[config.mk]
export PLATFORM = sky130hd
export DESIGN_NAME = fft_bitrev_stream_buffer
export DESIGN_NICKNAME = d
export VERILOG_FILES = /design/src/rtl/fft_bitrev_stream_buffer.sv
export SDC_FILE = /design/constraint.sdc
export NUM_CORES = 1
export LEC_CHECK = 0
export ABC_AREA = 1
export CAP_MARGIN = 20
export CORE_AREA = 8 8 175 177
export CTS_BUF_LIST = sky130_fd_sc_hd__clkbuf_16
export DETAILED_ROUTE_END_ITERATION = 8
export DIE_AREA = 0 0 183 185
export HOLD_SLACK_MARGIN = 0.03
export PLACE_DENSITY_LB_ADDON = 0.1
export SLEW_MARGIN = 5
export SYNTH_ARGS = -nofsm -noshare
export SYNTH_HDL_FRONTEND = slang
export SYNTH_SLANG_ARGS = --single-unit
export TNS_END_PERCENT = 50
[constraint.sdc]
create_clock -name clk_i -period 11.65 [get_ports clk_i]
set_input_delay 1.165 -clock clk_i [delete_from_list [all_inputs] [get_ports clk_i]]
set_output_delay 1.165 -clock clk_i [all_outputs]
set_load 0.02 [all_outputs]
[src/rtl/fft_bitrev_stream_buffer.sv]
// Ping-pong sample reorder buffer ahead of the FFT core: frames are written in
// natural order into one bank while the other bank drains in bit-reversed (or natural) order.
module fft_bitrev_stream_buffer #(
  parameter int SAMPLES = 8,
  parameter int WIDTH   = 16
) (
  input  logic             clk_i,
  input  logic             rst_i,
  input  logic [WIDTH-1:0] in_data_i,
  input  logic             in_valid_i,
  output logic             in_ready_o,
  input  logic             bitrev_en_i,
  output logic [WIDTH-1:0] out_data_o,
  output logic             out_valid_o,
  input  logic             out_ready_i,
  output logic             out_first_o,
  output logic             out_last_o
);

  localparam int IDXW = $clog2(SAMPLES);
  localparam logic [IDXW-1:0] LAST_IDX = IDXW'(SAMPLES - 1);

  localparam logic [1:0] ST_EMPTY    = 2'd0;
  localparam logic [1:0] ST_FILLING  = 2'd1;
  localparam logic [1:0] ST_FULL     = 2'd2;
  localparam logic [1:0] ST_DRAINING = 2'd3;

  logic [WIDTH-1:0] mem_q [2][SAMPLES];
  logic [1:0]       st_q [2];
  logic [1:0]       st_d [2];
  logic [1:0]       mode_q, mode_d;
  logic             wr_bank_q, wr_bank_d;
  logic             rd_bank_q, rd_bank_d;
  logic [IDXW-1:0]  wr_cnt_q, wr_cnt_d;
  logic [IDXW-1:0]  rd_cnt_q, rd_cnt_d;
  logic [WIDTH-1:0] last_q, last_d;

  logic             wr_fire, rd_fire;
  logic [IDXW-1:0]  rd_addr;
  logic [WIDTH-1:0] rd_word;

  function automatic logic [IDXW-1:0] bitrev(input logic [IDXW-1:0] v);
    logic [IDXW-1:0] r;
    for (int i = 0; i < IDXW; i++) r[i] = v[IDXW-1-i];
    return r;
  endfunction

  assign in_ready_o  = (st_q[wr_bank_q] == ST_EMPTY) || (st_q[wr_bank_q] == ST_FILLING);
  assign out_valid_o = (st_q[rd_bank_q] == ST_FULL) || (st_q[rd_bank_q] == ST_DRAINING);
  assign wr_fire     = in_valid_i && in_ready_o;
  assign rd_fire     = out_valid_o && out_ready_i;

  assign rd_addr     = mode_q[rd_bank_q] ? bitrev(rd_cnt_q) : rd_cnt_q;
  assign rd_word     = mem_q[rd_bank_q][rd_addr];

  // Combinational read mux; when idle, present the last sample handed out.
  assign out_data_o  = out_valid_o ? rd_word : last_q;
  assign out_first_o = out_valid_o && (rd_cnt_q == '0);
  assign out_last_o  = out_valid_o && (rd_cnt_q == LAST_IDX);

  always_comb begin
    st_d      = st_q;
    mode_d    = mode_q;
    wr_bank_d = wr_bank_q;
    rd_bank_d = rd_bank_q;
    wr_cnt_d  = wr_cnt_q;
    rd_cnt_d  = rd_cnt_q;
    last_d    = last_q;

    // Write and read always target different banks, so both updates can apply.
    if (wr_fire) begin
      if (wr_cnt_q == '0) begin
        st_d[wr_bank_q]   = ST_FILLING;
        mode_d[wr_bank_q] = bitrev_en_i;
      end
      if (wr_cnt_q == LAST_IDX) begin
        st_d[wr_bank_q] = ST_FULL;
        wr_cnt_d        = '0;
        wr_bank_d       = ~wr_bank_q;
      end else begin
        wr_cnt_d = wr_cnt_q + IDXW'(1);
      end
    end

    if (rd_fire) begin
      last_d = rd_word;
      if (rd_cnt_q == LAST_IDX) begin
        st_d[rd_bank_q] = ST_EMPTY;
        rd_cnt_d        = '0;
        rd_bank_d       = ~rd_bank_q;
      end else begin
        st_d[rd_bank_q] = ST_DRAINING;
        rd_cnt_d        = rd_cnt_q + IDXW'(1);
      end
    end
  end

  always_ff @(posedge clk_i or posedge rst_i) begin
    if (rst_i) begin
      st_q[0]   <= ST_EMPTY;
      st_q[1]   <= ST_EMPTY;
      mode_q    <= '0;
      wr_bank_q <= 1'b0;
      rd_bank_q <= 1'b0;
      wr_cnt_q  <= '0;
      rd_cnt_q  <= '0;
      last_q    <= '0;
    end else begin
      st_q[0]   <= st_d[0];
      st_q[1]   <= st_d[1];
      mode_q    <= mode_d;
      wr_bank_q <= wr_bank_d;
      rd_bank_q <= rd_bank_d;
      wr_cnt_q  <= wr_cnt_d;
      rd_cnt_q  <= rd_cnt_d;
      last_q    <= last_d;
    end
  end

  always_ff @(posedge clk_i or posedge rst_i) begin
    if (rst_i) begin
      for (int b = 0; b < 2; b++)
        for (int s = 0; s < SAMPLES; s++)
          mem_q[b][s] <= '0;
    end else if (wr_fire) begin
      mem_q[wr_bank_q][wr_cnt_q] <= in_data_i;
    end
  end

endmodule

==> results of run 1 <==
==> logic make-up (layout without fill, tap and decap cells) <==
family / Yosys count / in the layout / synth area share
mux: 16 / 16 / 0.01167
simple gates: 882 / 882 / 0.2697
compound gates: 318 / 318 / 0.1225
fa+ha+maj: 6 / 6 / 0.005471
flops: 284 / 284 / 0.5180
buf+inv: 238 / 239 / 0.07204
xor+xnor: 1 / 1 / 0.0006385
==> area by class of cell <==
type                    instances  area share
clock inverters                28     0.01081
well taps                     384     0.03120
flip-flops and latches        284      0.4618
clock buffers                  36     0.05851
multi-input cells            1223      0.3666
inverters                     115     0.02877
repair buffers                 60     0.04226
==> registers in the layout (all words and copies together), names as in the netlist <==
name,cells
st_q,2
mode_q,2
mem_q,256
last_q,16
rd_cnt_q,3
rd_bank_q,1
wr_cnt_q,3
wr_bank_q,1
==> how the worst min path moves through the flow <==
stage | cells past startpoint | endpoint | slack [ns]
global route | 2 | last_q[10] | 0.49
global placement | 2 | mem_q[131] | 0.46
finish | 2 | last_q[12] | 0.48
CTS | 2 | last_q[9] | 0.48
detailed placement | 2 | last_q[9] | 0.47
floorplan | 2 | mem_q[130] | 0.45
==> power breakdown <==
| group | internal, µW | leakage, µW | switching, µW | total (µW) |
|---|---|---|---|---|
| Sequential | 1420 | 0.00360 | 232 | 1660 |
| Clock | 584 | 0.000560 | 425 | 1010 |
| Combinational | 754 | 0.00332 | 1460 | 2210 |
==> placed cells by master, fill, tap and decap left out, drive strengths merged <==
cell,count
nor2,123
clkinv,19
dfrtp,284
inv,122
mux2i,16
clkinvlp,1
ha,6
a21oi,50
nand3,199
o21ai,235
and2,32
or2,1
clkbuf,36
clkdlybuf4s50,40
bufinv,1
nand2,518
nor3,9
o22ai,1
a21boi,32
buf,20
xor2,1
==> tightest hold or removal path, delay by kind of cell, from the launching register on <==
kind,cells,cell delay (ns)
flops,1,0.34
simple gates,2,0.11
==> routing by layer <==
layer  up-vias  GRT usage
met2       315     0.3702
met5         -          0
met1      5564     0.3299
met4         0    0.08360
met3        81    0.04335
li1       5568          -
==> metrics by stage <==
step | total power, µW | instance area [µm²]
CTS | 4890 | 15370
global route | 5263 | 15400
floorplan | 3158 | 13720
global placement | 3822 | 14200
finish | 4881 | 15400
detailed placement | 3863 | 14300
==> flow_metrics.py, run 1 <==
metrics = {
    "hold_path": {
        "min_from": "last_q[12]",
        "min_path_type": "flip-flop to flip-flop",
    },
    "placed_design": {
        "dp.cells": 2065,
        "pre_cts_ws_ns": 6.673,
        "gp_congestion": 0.8648,
        "hpwlAfterDp_mm": 25.26,
        "port_buffers": 40,
    },
    "setup_path": {
        "crit_top_cell": "nand2_1",
        "critPathTopFamily": "simple AND/OR/NAND/NOR gates",
        "startpoint": "rd_bank_q",
        "path_max_fanout": 55,
        "critPathCapture": "out_data_o[5]",
        "cp.required_ns": 10.49,
        "endpoint_kind": "output port",
        "reg2reg_depth": 8,
        "cp_cell_sequence": "inv_2 > buf_4 > nand2_1 > nand3_2 > nand2_1 > nand2_1 > nand3_1 > nand3_1 > nand3_1 > nand2_1 > clkdlybuf4s50_1",
        "cp_num_buf_inv": 3,
        "path_class": "flip-flop to output port",
        "cp_slowest_stage_delay_ns": 0.63,
        "r2r_start": "rd_bank_q",
        "cp_slowest_cell": "clkdlybuf4s50_1",
        "cp.depth": 11,
        "cp.arrival_ns": 4.42,
        "r2r_slack_ns": 7.95,
        "start_kind": "flip-flop",
        "r2r-end": "st_q[1]",
    },
    "sta": {
        "hold_violations": 0,
        "hold_slack_ns": 0.4781,
        "slew_headroom": 0.3526,
        "setup_viol": 0,
        "finalCriticalPeriod_ns": 5.588,
        "setup_slack_ns": 6.063,
        "tightestPinTransition_ns": 0.9711,
        "fin_skew_ns": 0.01791,
        "setup-tns-final_ns": 0,
        "report.final.slew_viol_count": 0,
        "max_clock_freq_mhz": 179.0,
        "rsz0062_at_grt": "false",
        "finalCritPeriodShare": 0.4796,
    },
    "detailed_routing": {
        "final_antenna_net_count": 0,
        "post_drt_via_cell_ratio": 5.412,
        "num_vias": 11530,
        "drtIter0Drc": 1012,
        "highest_layer": "met4",
        "first_pass_iters": 6,
        "drc": 0,
        "dr_wl_met3_mm": 2.298,
        "met2_length_mm": 17.69,
        "drt-total-wl_mm": 39.44,
        "m1WireLength_mm": 18.20,
        "avgRoutedWirePerCell_um": 18.52,
    },
    "cts": {
        "cts_tree": "yes",
        "cts.sinks": 284,
        "clk_pin_slew_ns": 0.06,
        "clock-root-buffer": "clkbuf_16",
        "postCtsSetupBuffers": 0,
        "htreeDepth": 2,
        "clockBufferDepth": 3,
        "cts_hold_buf": 0,
        "cts_resized": 0,
        "numCtsBuffers": 35,
        "clk-insertion-delay-late_ns": 0.52,
    },
    "floorplanning": {
        "dieArea_mm2": 0.03386,
        "die_h_um": 185,
        "die_x_um": 183,
        "start_util": 0.4886,
        "io_pins": 41,
        "core_mm2": 0.02808,
        "rows": 62,
    },
    "finish": {
        "antenna_cells": 0,
        "multiInputGateArea_mm2": 0.005645,
        "areaGrowthSynthToFinish_pct": 12.22,
        "seqCellArea_mm2": 0.007111,
        "fin_nets": 1746,
        "fin_util": 0.5483,
        "layout-drive-gt1-share": 0.05441,
        "fill_cells": 2696,
        "stdcell_count": 2130,
    },
    "global_routing": {
        "grt_max_degree": 151,
        "overflow": 0,
        "track_usage": 0.2378,
        "grt_pass1_vias": 11230,
        "grt_pass1_wl_mm": 63.60,
        "antenna_found_initial": 0,
    },
    "synthesis": {
        "synth_edf_count": 0,
        "ys_ff_latch": 284,
        "syn-instance-count": 1745,
        "ys.flop_type": "dfrtp_1",
        "ys_types": 30,
        "syn-cell-area_mm2": 0.01372,
        "post-synth-top-count-cell": "nand2_1",
        "ys_warn_count": 0,
        "yosys-top-cells-count": "508 x nand2_1, 284 x dfrtp_1, 202 x o21ai_0",
        "ys_seq_area_frac": 0.5180,
        "synthArstFlopShare": 1.000,
        "synth_nets": 1772,
        "syn_avg_cell_area_um2": 7.863,
        "ys_top_cells_by_area": "dfrtp_1 52%, nand2_1 14%, o21ai_0 7.4%, nand3_1 7.2%, nor2_1 3.3%",
        "yosysTopAreaCellShare": 0.5180,
        "synth_top_area_cell": "dfrtp_1",
    },
    "outcome": {
        "status": "finished, final reports clean",
    },
    "power": {
        "power_density_mw_per_mm2": 317.0,
        "p_leak_uw": 0.007481,
        "ir_drop_mv": 0.1821,
    },
    "job": {
        "cap_violations": 0,
    },
}
(Power assumes the default switching activity.)
==> run 2: changes to the inputs <==
- clock period: 11.65 -> 5.85 ns (I/O delays scaled with it)
==> flow_metrics.py, run 2 (synthesis gave the netlist of run 1 again) <==
metrics = {
    "cts": {
        "cts_tree": "yes",
        "clock-root-buffer": "clkbuf_16",
        "cts.sinks": 284,
        "clk-insertion-delay-late_ns": 0.56,
        "cts_resized": 0,
        "clk_pin_slew_ns": 0.06,
        "clockBufferDepth": 3,
        "numCtsBuffers": 31,
        "cts_hold_buf": 0,
        "htreeDepth": 1,
        "postCtsSetupBuffers": 0,
    },
    "finish": {
        "top_regs": "mem_q x256, last_q x16",
        "layout_common_cells": "508 x nand2_1, 283 x dfrtp_1, 202 x o21ai_0",
        "antenna_cells": 0,
        "areaGrowthSynthToFinish_pct": 11.04,
        "layout_commonest_cell": "nand2_1",
        "max_flop_register": "mem_q",
        "design_area_mm2": 0.01524,
        "layout-drive-gt1-share": 0.04891,
        "fill_cells": 2729,
        "fin_nets": 1743,
        "largest_reg_flops": 256,
    },
    "placed_design": {
        "port_buffers": 40,
        "hpwlAfterDp_mm": 25.12,
        "gp_congestion": 0.8699,
        "placed_area_mm2": 0.01427,
    },
    "global_routing": {
        "overflow": 0,
        "grt_pass1_vias": 10820,
        "track_usage": 0.2331,
        "grt_pass1_wl_mm": 62.22,
        "antenna_found_initial": 0,
        "grt_max_degree": 166,
    },
    "floorplanning": {
        "die_x_um": 183,
        "dieArea_mm2": 0.03386,
        "rows": 62,
        "io_pins": 41,
        "core_mm2": 0.02808,
        "die_h_um": 185,
        "start_util": 0.4886,
    },
    "power": {
        "ir_drop_mv": 0.2910,
        "p_leak_uw": 0.007399,
        "power_uw": 9432,
        "power_density_mw_per_mm2": 619.1,
    },
    "sta": {
        "setup-tns-final_ns": 0,
        "finalCriticalPeriod_ns": 4.911,
        "setup_viol": 0,
        "rsz0062_at_grt": "false",
        "report.final.slew_viol_count": 0,
        "slew_headroom": 0.3103,
        "max_clock_freq_mhz": 203.6,
        "hold_violations": 0,
        "finalCritPeriodShare": 0.8394,
        "fin_skew_ns": 0.01140,
        "tightestPinTransition_ns": 1.032,
    },
    "detailed_routing": {
        "drc": 0,
        "num_vias": 11410,
        "first_pass_iters": 5,
        "post_drt_via_cell_ratio": 5.379,
        "drt-total-wl_mm": 38.84,
        "drtIter0Drc": 989,
        "avgRoutedWirePerCell_um": 18.30,
        "final_antenna_net_count": 0,
    },
    "hold_path": {
        "hold_end": "mem_q[167]",
        "worstHoldPathCells": 2,
        "min_from": "mem_q[167]",
        "min_path_type": "flip-flop to flip-flop",
    },
    "setup_path": {
        "path_class": "flip-flop to output port",
        "r2r_start": "rd_bank_q",
        "r2r-end": "st_q[1]",
        "startpoint": "rd_bank_q",
        "cp.required_ns": 5.27,
        "path_max_fanout": 55,
        "r2r_slack_ns": 1.81,
        "reg2reg_depth": 9,
        "cp.arrival_ns": 4.33,
        "endpoint_kind": "output port",
        "start_kind": "flip-flop",
    },
    "job": {
        "cap_violations": 0,
    },
    "outcome": {
        "status": "finished, final reports clean",
    },
}
run 2: area by class of cell:
| cell class | instances | area [µm²] | share of cell area |
|---|---|---|---|
| repair buffers | 61 | 678.2 | 0.04451 |
| clock buffers | 31 | 775.7 | 0.05092 |
| well taps | 384 | 480.5 | 0.03153 |
| flip-flops and latches | 284 | 7111 | 0.4667 |
| multi-input cells | 1223 | 5645 | 0.3705 |
| clock inverters | 24 | 106.4 | 0.006980 |
| inverters | 115 | 439.2 | 0.02882 |
run 2: worst max path at each step:
stage                  endpoint  cells after the start
floorplan             last_q[0]                      1
global placement     out_last_o                      7
detailed placement  out_first_o                      7
CTS                 out_first_o                      7
global route        out_first_o                      7
finish              out_first_o                      7
run 2: where the power goes:
group / internal [µW] / switching [µW] / total, µW
registers: 2840 / 495 / 3330
logic: 1510 / 2840 / 4350
clock network: 952 / 797 / 1750
run 2: metal layers:
metal  global-route usage  routed length (µm)
met4              0.06474                 922
met1               0.3335               18260
met5                    0                   0
met3              0.03747                2315
met2               0.3630               17340
run 2: critical path, cell delays in order (launching register included):
cell and delay, ns:
dfrtp_4 0.73, inv_2 0.36, buf_4 0.58, nand2_1 0.14
nand2_2 0.40, clkinv_1 0.61, nor2_1 0.29, clkdlybuf4s50_1 0.65
run 2: through the flow:
step           hold slack [ns]  setup slack [ns]  std cells  utilization
2_1_floorplan           0.4476             1.502       1745            -
3_3_place_gp            0.4613             1.638       2061       0.5061
3_5_place_dp            0.4679             1.554       2064       0.5082
4_1_cts                 0.4829            0.9651       2119       0.5396
5_1_grt                 0.5010            0.6699       2122       0.5426
6_report                0.4789            0.9393       2122       0.5426
==> run 3: changes to the inputs <==
- clock period: 5.85 -> 4.38 ns (I/O delays scaled with it)
==> flow_metrics.py, run 3 (synthesis gave the netlist of run 1 again) <==
metrics = {
    "floorplanning": {
        "core_mm2": 0.02808,
        "io_pins": 41,
        "die_x_um": 183,
        "die_h_um": 185,
        "start_util": 0.4886,
        "rows": 62,
        "dieArea_mm2": 0.03386,
    },
    "sta": {
        "setup-tns-final_ns": 0,
        "finalCriticalPeriod_ns": 4.058,
        "fin_skew_ns": 0.01710,
        "report.final.slew_viol_count": 0,
        "rsz0062_at_grt": "false",
        "max_clock_freq_mhz": 246.4,
        "tightestPinTransition_ns": 1.029,
        "finalCritPeriodShare": 0.9265,
        "setup_viol": 0,
        "hold_violations": 0,
        "slew_headroom": 0.3142,
    },
    "global_routing": {
        "grt_pass1_vias": 10920,
        "track_usage": 0.2431,
        "grt_pass1_wl_mm": 64.22,
        "overflow": 0,
        "grt_max_degree": 178,
        "antenna_found_initial": 0,
    },
    "finish": {
        "top_regs": "mem_q x256, last_q x16",
        "multiInputGateArea_mm2": 0.005645,
        "design_area_mm2": 0.01528,
        "areaGrowthSynthToFinish_pct": 11.37,
        "fill_cells": 2751,
        "layout_common_cells": "508 x nand2_1, 283 x dfrtp_1, 202 x o21ai_0",
        "layout_commonest_cell": "nand2_1",
        "largest_reg_flops": 256,
        "max_flop_register": "mem_q",
        "fin_nets": 1748,
        "seqCellArea_mm2": 0.007111,
        "antenna_cells": 0,
        "layout-drive-gt1-share": 0.05006,
    },
    "setup_path": {
        "cp.required_ns": 3.94,
        "r2r_start": "rd_bank_q",
        "cp_cell_sequence": "buf_12 > nand2_1 > nand2_2 > clkinvlp_4 > nor2_1 > clkdlybuf4s50_1",
        "cp_slowest_cell": "clkdlybuf4s50_1",
        "start_kind": "flip-flop",
        "r2r-end": "last_q[15]",
        "path_max_fanout": 177,
        "cp.arrival_ns": 3.62,
        "reg2reg_depth": 8,
        "cp_slowest_stage_delay_ns": 0.63,
        "path_class": "flip-flop to output port",
        "r2r_slack_ns": 1.58,
        "endpoint_kind": "output port",
    },
    "cts": {
        "cts_resized": 0,
        "clk-insertion-delay-late_ns": 0.58,
        "numCtsBuffers": 31,
        "cts.sinks": 284,
        "htreeDepth": 1,
        "clock-root-buffer": "clkbuf_16",
        "postCtsSetupBuffers": 0,
        "clk_pin_slew_ns": 0.06,
        "cts_tree": "yes",
        "clockBufferDepth": 3,
        "cts_hold_buf": 0,
    },
    "detailed_routing": {
        "drt-total-wl_mm": 40.44,
        "m1WireLength_mm": 18.41,
        "dr_wl_met3_mm": 2.824,
        "drc": 0,
        "drtIter0Drc": 1063,
        "first_pass_iters": 5,
        "avgRoutedWirePerCell_um": 19.06,
        "met2_length_mm": 18.12,
        "num_vias": 11490,
        "highest_layer": "met4",
        "post_drt_via_cell_ratio": 5.413,
        "final_antenna_net_count": 0,
    },
    "placed_design": {
        "gp_congestion": 0.8574,
        "port_buffers": 40,
        "hpwlAfterDp_mm": 25.40,
        "placed_area_mm2": 0.01433,
    },
    "power": {
        "p_leak_uw": 0.007427,
        "ir_drop_mv": 0.4254,
        "power_density_mw_per_mm2": 831.1,
    },
    "outcome": {
        "status": "finished, final reports clean",
    },
    "job": {
        "cap_violations": 0,
    },
    "hold_path": {
        "min_path_type": "input pin to asynchronous set/reset pin",
    },
}
-- run 3: cell count changes in the layout (fill, tap and decap cells not counted) --
| cell | before | now |
|---|---|---|
| buf_12 | 2 | 4 |
| buf_4 | 13 | 15 |
| buf_8 | 2 | 3 |
| clkinv_1 | 9 | 5 |
| clkinv_2 | 5 | 2 |
| inv_1 | 118 | 120 |
| inv_6 | 0 | 1 |
| inv_8 | 1 | 0 |
-- run 3: layout make-up --
class / count / area share
Clock buffer: 31 / 0.05077
Clock inverter: 19 / 0.005077
Inverter: 115 / 0.02899
Multi-Input combinational cell: 1223 / 0.3694
Sequential cell: 284 / 0.4653
Tap cell: 384 / 0.03144
Timing Repair Buffer: 66 / 0.04896
-- run 3: through the flow --
stage	hold WS (ns)	total power (µW)	util	instances	setup WS, ns
detailed placement	0.4654	10380	0.5102	2068	0.8424
finish	0.1803	12700	0.5442	2122	0.3218
CTS	0.1825	12690	0.5405	2118	0.2212
global placement	0.4610	10270	0.5081	2065	0.9287
global route	0.1919	13710	0.5442	2122	0.1354
floorplan	0.4476	8401	-	1745	0.1787
-- run 3: power breakdown --
group	total (µW)	switching, µW	leakage, µW	internal [µW]
combinational	6040	3980	0.00336	2060
clock	2280	1030	0.000466	1250
sequential	4380	586	0.00360	3790
-- run 3: metal layers --
metal,up-vias,global-route usage
met1,5518,0.3399
met5,-,0
met2,340,0.3797
met3,72,0.04492
li1,5557,-
met4,0,0.07547
-- run 3: worst max path at each step --
| stage | startpoint | to | slack (ns) | depth (start not counted) |
|---|---|---|---|---|
| 2_1_floorplan | rst_i | last_q[0] | 0.18 | 1 |
| 3_3_place_gp | rd_bank_q | out_data_o[9] | 0.93 | 7 |
| 3_5_place_dp | rd_bank_q | out_last_o | 0.84 | 6 |
| 4_1_cts | rd_bank_q | out_last_o | 0.22 | 6 |
| 5_1_grt | rd_bank_q | out_first_o | 0.14 | 6 |
| 6_report | rd_bank_q | out_last_o | 0.32 | 6 |
-- run 3: worst max-delay path: cells and delay by family (launching register included) --
kind	cells	cell delay, ns
flip-flops	1	0.45
AND/OR/NAND/NOR	3	0.78
buffers and inverters	3	1.63
